### config.mk
export PLATFORM = sky130hd
export DESIGN_NAME = cam_rx_if
export DESIGN_NICKNAME = d
export VERILOG_FILES = /design/src/rtl/cam_rx_if.sv
export SDC_FILE = /design/constraint.sdc
export NUM_CORES = 1
export LEC_CHECK = 0
export ABC_AREA = 1
export BUFFER_PORTS_ARGS = -buffer_cell sky130_fd_sc_hd__buf_2
export CORE_MARGIN = 2
export CORE_UTILIZATION = 45
export DETAILED_ROUTE_END_ITERATION = 10
export MAX_ROUTING_LAYER = met4
export PLACE_DENSITY_LB_ADDON = 0.25
export SETUP_SLACK_MARGIN = 0.15
export SLEW_MARGIN = 20
export SYNTH_ARGS = -nofsm -noshare
export SYNTH_HDL_FRONTEND = slang
export SYNTH_SLANG_ARGS = --single-unit
### constraint.sdc
create_clock -name clk_i -period 2.2 [get_ports clk_i]
set_input_delay 0.44 -clock clk_i [delete_from_list [all_inputs] [get_ports clk_i]]
set_output_delay 0.44 -clock clk_i [all_outputs]
set_load 0.05 [all_outputs]
### src/rtl/cam_rx_if.sv
// Parallel camera receiver: frames/lines the byte stream, pairs RGB565 bytes
// and queues tagged pixels for a valid/ready consumer.
module cam_rx_if #(
  parameter int HRES       = 640,
  parameter int VRES       = 480,
  parameter int FIFO_DEPTH = 8
) (
  input  logic        clk_i,
  input  logic        rst_ni,
  input  logic        en_i,
  input  logic        cam_vsync_i,
  input  logic        cam_href_i,
  input  logic [7:0]  cam_data_i,
  output logic [15:0] pix_data_o,
  output logic        pix_sof_o,
  output logic        pix_eol_o,
  output logic        pix_eof_o,
  output logic        pix_valid_o,
  input  logic        pix_ready_i,
  output logic [15:0] frame_cnt_o,
  output logic        line_err_o,
  output logic        frame_err_o,
  output logic        ovf_o,
  input  logic        clr_err_i
);

  localparam int CW = $clog2(HRES + 1);
  localparam int LW = $clog2(VRES + 1);
  localparam int BW = $clog2(2 * HRES + 2);
  localparam int AW = $clog2(FIFO_DEPTH);

  localparam logic [CW-1:0] COL_LAST = CW'(HRES - 1);
  localparam logic [CW-1:0] COL_END  = CW'(HRES);
  localparam logic [LW-1:0] LN_LAST  = LW'(VRES - 1);
  localparam logic [LW-1:0] LN_END   = LW'(VRES);
  localparam logic [BW-1:0] B_LINE   = BW'(2 * HRES);
  localparam logic [BW-1:0] B_MAX    = BW'(2 * HRES + 1);
  localparam logic [AW:0]   F_FULL   = (AW + 1)'(FIFO_DEPTH);

  typedef enum logic [1:0] {
    IDLE,
    WAIT_VS,
    WAIT_LINE,
    LINE
  } state_t;

  state_t        state;
  logic          vs1, vs2, hr1, hr2;
  logic [7:0]    d1;
  logic          phase;
  logic [7:0]    hi;
  logic [CW-1:0] col;
  logic [LW-1:0] line;
  logic [BW-1:0] bcnt;
  logic          sof_arm;
  logic          lerr_frm;

  logic [18:0]   mem [FIFO_DEPTH];
  logic [AW-1:0] rd, wr;
  logic [AW:0]   cnt;

  logic vs_rise, hr_rise, hr_fall;
  logic in_frame, frame_end, byte_ok, line_end;
  logic push_req, push, pop, full;
  logic eol, eof;
  logic lerr_set, ferr_set, ovf_set;
  logic [18:0] head;

  assign vs_rise   = vs1 & ~vs2;
  assign hr_rise   = hr1 & ~hr2;
  assign hr_fall   = ~hr1 & hr2;
  assign in_frame  = (state == WAIT_LINE) | (state == LINE);
  assign frame_end = en_i & in_frame & vs_rise;
  assign byte_ok   = en_i & ~vs_rise &
                     (((state == LINE) & hr1) |
                      ((state == WAIT_LINE) & hr_rise));
  assign line_end  = en_i & ~vs_rise & (state == LINE) & hr_fall;

  // Pixels past the end of the line are never queued.
  assign push_req  = byte_ok & phase & (col < COL_END);
  assign eol       = (col == COL_LAST);
  assign eof       = eol & (line == LN_LAST);

  assign lerr_set  = line_end & (bcnt != B_LINE);
  assign ferr_set  = frame_end & ((line != LN_END) | hr1);

  assign full      = (cnt == F_FULL);
  assign pix_valid_o = (cnt != '0);
  assign pop       = pix_valid_o & pix_ready_i;
  assign push      = push_req & (~full | pop);
  assign ovf_set   = push_req & full & ~pop;

  assign head        = mem[rd];
  assign pix_sof_o   = pix_valid_o & head[18];
  assign pix_eol_o   = pix_valid_o & head[17];
  assign pix_eof_o   = pix_valid_o & head[16];
  assign pix_data_o  = pix_valid_o ? head[15:0] : 16'h0;

  always_ff @(posedge clk_i) begin
    if (!rst_ni) begin
      vs1         <= 1'b0;
      vs2         <= 1'b0;
      hr1         <= 1'b0;
      hr2         <= 1'b0;
      d1          <= '0;
      state       <= IDLE;
      phase       <= 1'b0;
      hi          <= '0;
      col         <= '0;
      line        <= '0;
      bcnt        <= '0;
      sof_arm     <= 1'b0;
      lerr_frm    <= 1'b0;
      frame_cnt_o <= '0;
      line_err_o  <= 1'b0;
      frame_err_o <= 1'b0;
      ovf_o       <= 1'b0;
    end else begin
      vs1 <= cam_vsync_i;
      vs2 <= vs1;
      hr1 <= cam_href_i;
      hr2 <= hr1;
      d1  <= cam_data_i;

      line_err_o  <= lerr_set | (line_err_o & ~clr_err_i);
      frame_err_o <= ferr_set | (frame_err_o & ~clr_err_i);
      ovf_o       <= ovf_set | (ovf_o & ~clr_err_i);

      if (!en_i) begin
        state    <= IDLE;
        phase    <= 1'b0;
        col      <= '0;
        line     <= '0;
        bcnt     <= '0;
        sof_arm  <= 1'b0;
        lerr_frm <= 1'b0;
      end else begin
        unique case (state)
          IDLE: state <= WAIT_VS;
          WAIT_VS: begin
            if (vs_rise) begin
              state   <= WAIT_LINE;
              phase   <= 1'b0;
              col     <= '0;
              line    <= '0;
              bcnt    <= '0;
              sof_arm <= 1'b1;
            end
          end
          WAIT_LINE, LINE: begin
            if (vs_rise) begin
              if ((line == LN_END) & ~lerr_frm & ~hr1)
                frame_cnt_o <= frame_cnt_o + 16'd1;
              state    <= WAIT_LINE;
              phase    <= 1'b0;
              col      <= '0;
              line     <= '0;
              bcnt     <= '0;
              sof_arm  <= 1'b1;
              lerr_frm <= 1'b0;
            end else if (state == WAIT_LINE) begin
              if (hr_rise) state <= LINE;
            end else if (hr_fall) begin
              state <= WAIT_LINE;
              phase <= 1'b0;
              col   <= '0;
              bcnt  <= '0;
              if (line != LN_END) line <= line + LW'(1);
              if (lerr_set) lerr_frm <= 1'b1;
            end
          end
        endcase

        if (byte_ok) begin
          phase <= ~phase;
          if (bcnt != B_MAX) bcnt <= bcnt + BW'(1);
          if (!phase) begin
            hi <= d1;
          end else begin
            if (col != COL_END) col <= col + CW'(1);
            if (push_req) sof_arm <= 1'b0;
          end
        end
      end
    end
  end

  always_ff @(posedge clk_i) begin
    if (!rst_ni) begin
      rd  <= '0;
      wr  <= '0;
      cnt <= '0;
      for (int i = 0; i < FIFO_DEPTH; i++) mem[i] <= '0;
    end else if (!en_i) begin
      rd  <= '0;
      wr  <= '0;
      cnt <= '0;
    end else begin
      if (push) begin
        mem[wr] <= {sof_arm, eol, eof, hi, d1};
        wr      <= wr + AW'(1);
      end
      if (pop) rd <= rd + AW'(1);
      if (push & ~pop) cnt <= cnt + (AW + 1)'(1);
      else if (pop & ~push) cnt <= cnt - (AW + 1)'(1);
    end
  end

endmodule

## Word level (Yosys, flattened, before mapping)

Memory sizes are Yosys's and may differ from the RTL's. A register that Yosys moved wholly into a read port is not among the register bits.
Cells that the tools add are included.

| storage, ports and cells | value |
|---|---|
| register bits | 84 |
| RAM bits | 152 |
| input bits | 15 |
| memories kept | 1 |
| output and inout bits | 39 |

| cells by class | value |
|---|---|
| $add $sub $neg | 8 |
| multiplexer cells | 55 |
| eq/ne operators | 21 |
| bitwise logic cells | 47 |
| order comparisons | 1 |
| reductions and logical operators | 17 |

Memory list:

| memory | words | bits a word | rd ports | clocked after Yosys merged registers in | wr ports | RTL line | text |
|---|---|---|---|---|---|---|---|
| mem | 8 | 19 | 1 | 1 | 8 | 58 | `logic [18:0] mem [FIFO_DEPTH];` |

Operator list:

| operator | number |
|---|---|
| $mux 10 | 7 |
| $mux 11 | 6 |
| $mux 9 | 5 |
| $and 1x1->1 | 30 |
| $ne 11x11->1 const B | 2 |
| $pmux 11 s2 | 1 |
| $mux 1 | 20 |
| $pmux 10 s2 | 1 |
| $mux 19 | 1 |
| $reduce_or 19->1 | 1 |
| $eq 9x9->1 const B | 2 |
| $pmux 9 s2 | 1 |
| $add 16x1->16 const B | 1 |
| $mux 16 | 1 |
| $ne 4x4->1 const B | 4 |
| $ne 3x3->1 const B | 4 |
| $reduce_and 4->1 | 3 |
| $add 11x1->11 const B | 1 |
| $add 10x1->10 const B | 1 |
| $eq 10x10->1 const B | 1 |
| $lt 10x10->1 const B | 1 |
| $mux 2 | 5 |
| $ne 10x10->1 const B | 1 |
| $not 1->1 | 10 |
| other kinds (23) | 39 |

## Logic depth before layout (Yosys ltp)

| depth | value |
|---|---|
| depth in word-level cells | 14 |
| depth in mapped cells | 17 |

## Least setup slack after synthesis

No wires, ideal clock.

| path | value |
|---|---|
| path kind | register -> output |
| start point | register cnt[0] |
| end point | output port pix_data_o[10] |
| stages on the path, launching flop included | 6 |
| slack | -0.264 ns |
| data arrival time | 2.024 ns |
| buffers on the path | 1 |
| cell sequence | dfxtp_1 > nor2_1 > nand3_1 > clkbuf_1 > o21ai_0 > nor2_1 |

| on the way | value |
|---|---|
| cells in the longest elaborated chain, start to end | 2 |

RTL lines:

| item | RTL line | text |
|---|---|---|
| start: declaration | 60 | `logic [AW:0] cnt;` |
| start signal: assignment | 204 | `if (push & ~pop) cnt <= cnt + (AW + 1)'(1);` |
| start signal: assignment | 205 | `else if (pop & ~push) cnt <= cnt - (AW + 1)'(1);` |
| $reduce_bool 4->1 | 88 | `assign pix_valid_o = (cnt != '0);` |
| via pix_valid_o | 18 | `output logic pix_valid_o,` |
| $mux 16 | 97 | `assign pix_data_o = pix_valid_o ? head[15:0] : 16'h0;` |
| end: declaration | 14 | `output logic [15:0] pix_data_o,` |

The timed path passes the listed nets, and every way through them passes these cells.

==> impl_metrics.toml <==
[outcome]
outcome = "complete, but fails checks"
violations = "negative setup slack"

[final_layout]
fin_area_um2 = 13720
diodes = 0
layout-drive-gt1-share_pct = 17.16
nets = 1424
final_cells = 1740
areaGrowthSynthToFinish_pct = 24.06
fin_util_pct = 56.56

[timing]
rsz0062_at_grt = "yes"
tightestPinTransition_ns = 0.6450
finalSetupViolCount = 19
slew_violations = 0
setup_ws_ns = -0.2715
period_share_pct = 112.3
fmax_mhz = 404.6
fin_worst_skew_ns = 0.01449
finalHoldViolations = 0
slew_headroom_pct = 56.67
period_needed_ns = 2.471

[placed_design]
place_inst = 1682
routabilityCongestion = 0.8586
placed_cell_area_um2 = 12300
numPortBuffers = 53
hpwl_um = 17170
dp_slack_ns = -0.01365

[detailed_routing]
wl_met3_um = 1487
vias = 8872
vias_per_cell = 5.099
drtPass1Iterations = 5
wl_met2_um = 12330
drtIter0Drc = 686
drt_wl_total_um = 26680
antenna_left = 0
routedWlPerCell_um = 15.33
drc = 0
wl_met1_um = 12380
top_layer_used = "met4"

[run]
drv_cap = 0

[synthesis]
yosys_warnings = 0
yosys.area.top_type_share_pct = 41.29
async_flop_share_pct = 0
ys_seq_area_share_pct = 57.04
yosys.cell_types.count = 31
synth_edf_count = 152
synth_common_cells = "nor2_1 (382), nand2_1 (174), edfxtp_1 (152), o21ai_0 (133), inv_1 (105)"
synth.area.top_cells = "edfxtp_1 (41%), dfxtp_1 (16%), nor2_1 (13%), o21ai_0 (6.0%), nand2_1 (5.9%)"
synth_nets = 1323
syn_area_um2 = 11060
yosysMostFrequentCell = "nor2_1"
yosysTopAreaCell = "edfxtp_1"
ys_seq_elements = 239
syn_avg_cell_area_um2 = 8.544
syn-instance-count = 1294
synth_ff_type = "edfxtp_1"

[die]
initial_core_util_pct = 45.59
coreArea_um2 = 24250
row_count = 57
io-pin-count = 54
die_y_um = 160.7
die_x_um = 160.7
fp.dieArea_um2 = 25840

[clock_tree]
path_clk_slew_ns = 0.06
cts_tree = "built"
cts_hold_buf = 0
clk_path_buf_depth = 3
cts_root_buffer = "clkbuf_16"
clock_latency_ns = 0.53
htreeDepth = 1
cts_sinks = 239
cts-buffers-inserted = 27

[global_route]
antenna_found_initial = 0
grt_pass1_wl_um = 43260
grt_pass1_vias = 8441
grt_max_degree = 37
overflow = 0
gr-usage-all-layers_pct = 21.36

[power]
p_per_area_nw_per_um2 = 730.3
finalPower_uw = 10020
max-vdd-ir-drop_mv = 0.4518
leakagePower_uw = 0.005079

[critical_path]
cp.required_ns = 1.76
end_kind = "output pin"
startpoint_type = "register"
critical_path_class = "register to output pin"
critPathMaxFanout = 14
arrival_ns = 2.03

[min_path]
hp-class = "input pin to register"
-- final timing paths --
check	cells after the start	startpoint	end	slack (ns)
worst max-delay path	9	register	pix_data_o[2]	-0.27
worst min register to register	2	vs1$_SDFF_PN0_	vs2$_SDFF_PN0_	0.44
worst max register to register	17	vs2$_SDFF_PN0_	cnt[3]$_SDFFE_PN0P_	0.19
worst min-delay path	3	cam_data_i[1]	d1[1]$_SDFF_PN0_	0.1
-- final cells by class --
type / instances / area (µm²)
Tap cell: 324 / 405.4
Clock buffer: 32 / 704.4
Inverter: 115 / 445.4
Sequential cell: 239 / 6316
Fill cell: 2144 / 10530
Multi-Input combinational cell: 886 / 4388
Clock inverter: 18 / 242.7
Timing Repair Buffer: 126 / 1214
-- cells by family after synthesis --
group | share of synthesized area (%)
compound gates | 10.21
simple gates | 23.72
flops | 57.04
fa+ha+maj | 1.652
buf+inv | 6.111
xor+xnor | 1.268
-- repair_timing --
action                     CTS  global route
setup buffers                1             3
pin swaps                    9            11
setup endpoints to repair   21            30
gates resized for setup    107            44
gates cloned                 3             1
-- critical path, cell delays in order (launching register included) --
cell     delay, ns
dfxtp_4       0.45
buf_12        0.17
nor2_1        0.05
nor2_1        0.08
o21ai_1       0.08
o21ai_1       0.13
o21ai_0       0.11
buf_4         0.17
nor2_4        0.12
buf_8         0.15
-- routing by layer --
layer | vias up | GRT usage, %
li1 | 4486 | -
met1 | 4122 | 29.20
met2 | 224 | 34.25
met3 | 40 | 2.686
met4 | 0 | 5.114
met5 | - | -
-- power by group --
group / total, µW / switching [µW] / internal, µW
clock network: 4780 / 1790 / 2980
logic: 298 / 214 / 84.8
registers: 4940 / 44.1 / 4900
total: 10000 / 2050 / 7970
-- metrics by stage --
stage,TNS (ns),hold WS [ns]
global route,-6.376,0.09563
floorplan,-0.8738,0.4189
detailed placement,-0.01365,0.4317
finish,-4.308,0.09731
global placement,-0.002124,0.4243
CTS,-4.557,0.08035
-- flip-flops by register name, indices dropped and copies added, names as in the netlist, named ones only --
| register | flops |
|---|---|
| mem | 152 |
| frame_cnt_o | 16 |
| bcnt | 11 |
| col | 10 |
| line | 9 |
| d1 | 8 |
| hi | 8 |
| cnt | 4 |
| rd | 3 |
| wr | 3 |
| state | 2 |
| frame_err_o | 1 |
| hr1 | 1 |
| hr2 | 1 |
| lerr_frm | 1 |
| line_err_o | 1 |
| ovf_o | 1 |
| phase | 1 |
| sof_arm | 1 |
| vs1 | 1 |
| vs2 | 1 |
-- cells in the final DEF, fill, tap and decap left out, types with 2 or more instances in the layout --
cell / instances
nand2_2: 7
buf_12: 14
nor2_2: 14
ha_4: 2
o21ai_1: 44
o21bai_1: 4
bufinv_16: 6
o21ai_2: 10
clkinv_2: 7
clkbuf_16: 28
buf_8: 5
dfxtp_4: 2
xor2_1: 15
nand3_1: 41
nor3_1: 18
clkinvlp_4: 2
dfxtp_2: 2
inv_1: 102
clkbuf_1: 4
buf_2: 33
edfxtp_1: 152
dfxtp_1: 83
buf_16: 3
buf_4: 54
nand2_4: 5
nand2_1: 168
o32ai_1: 18
ha_1: 10
a21oi_1: 50
nand3b_1: 3
nor2_1: 349
nand4_1: 17
nor2_4: 22
o21ai_0: 78
buf_6: 16
clkinv_1: 13
Power figures use the tool's default switching activity.
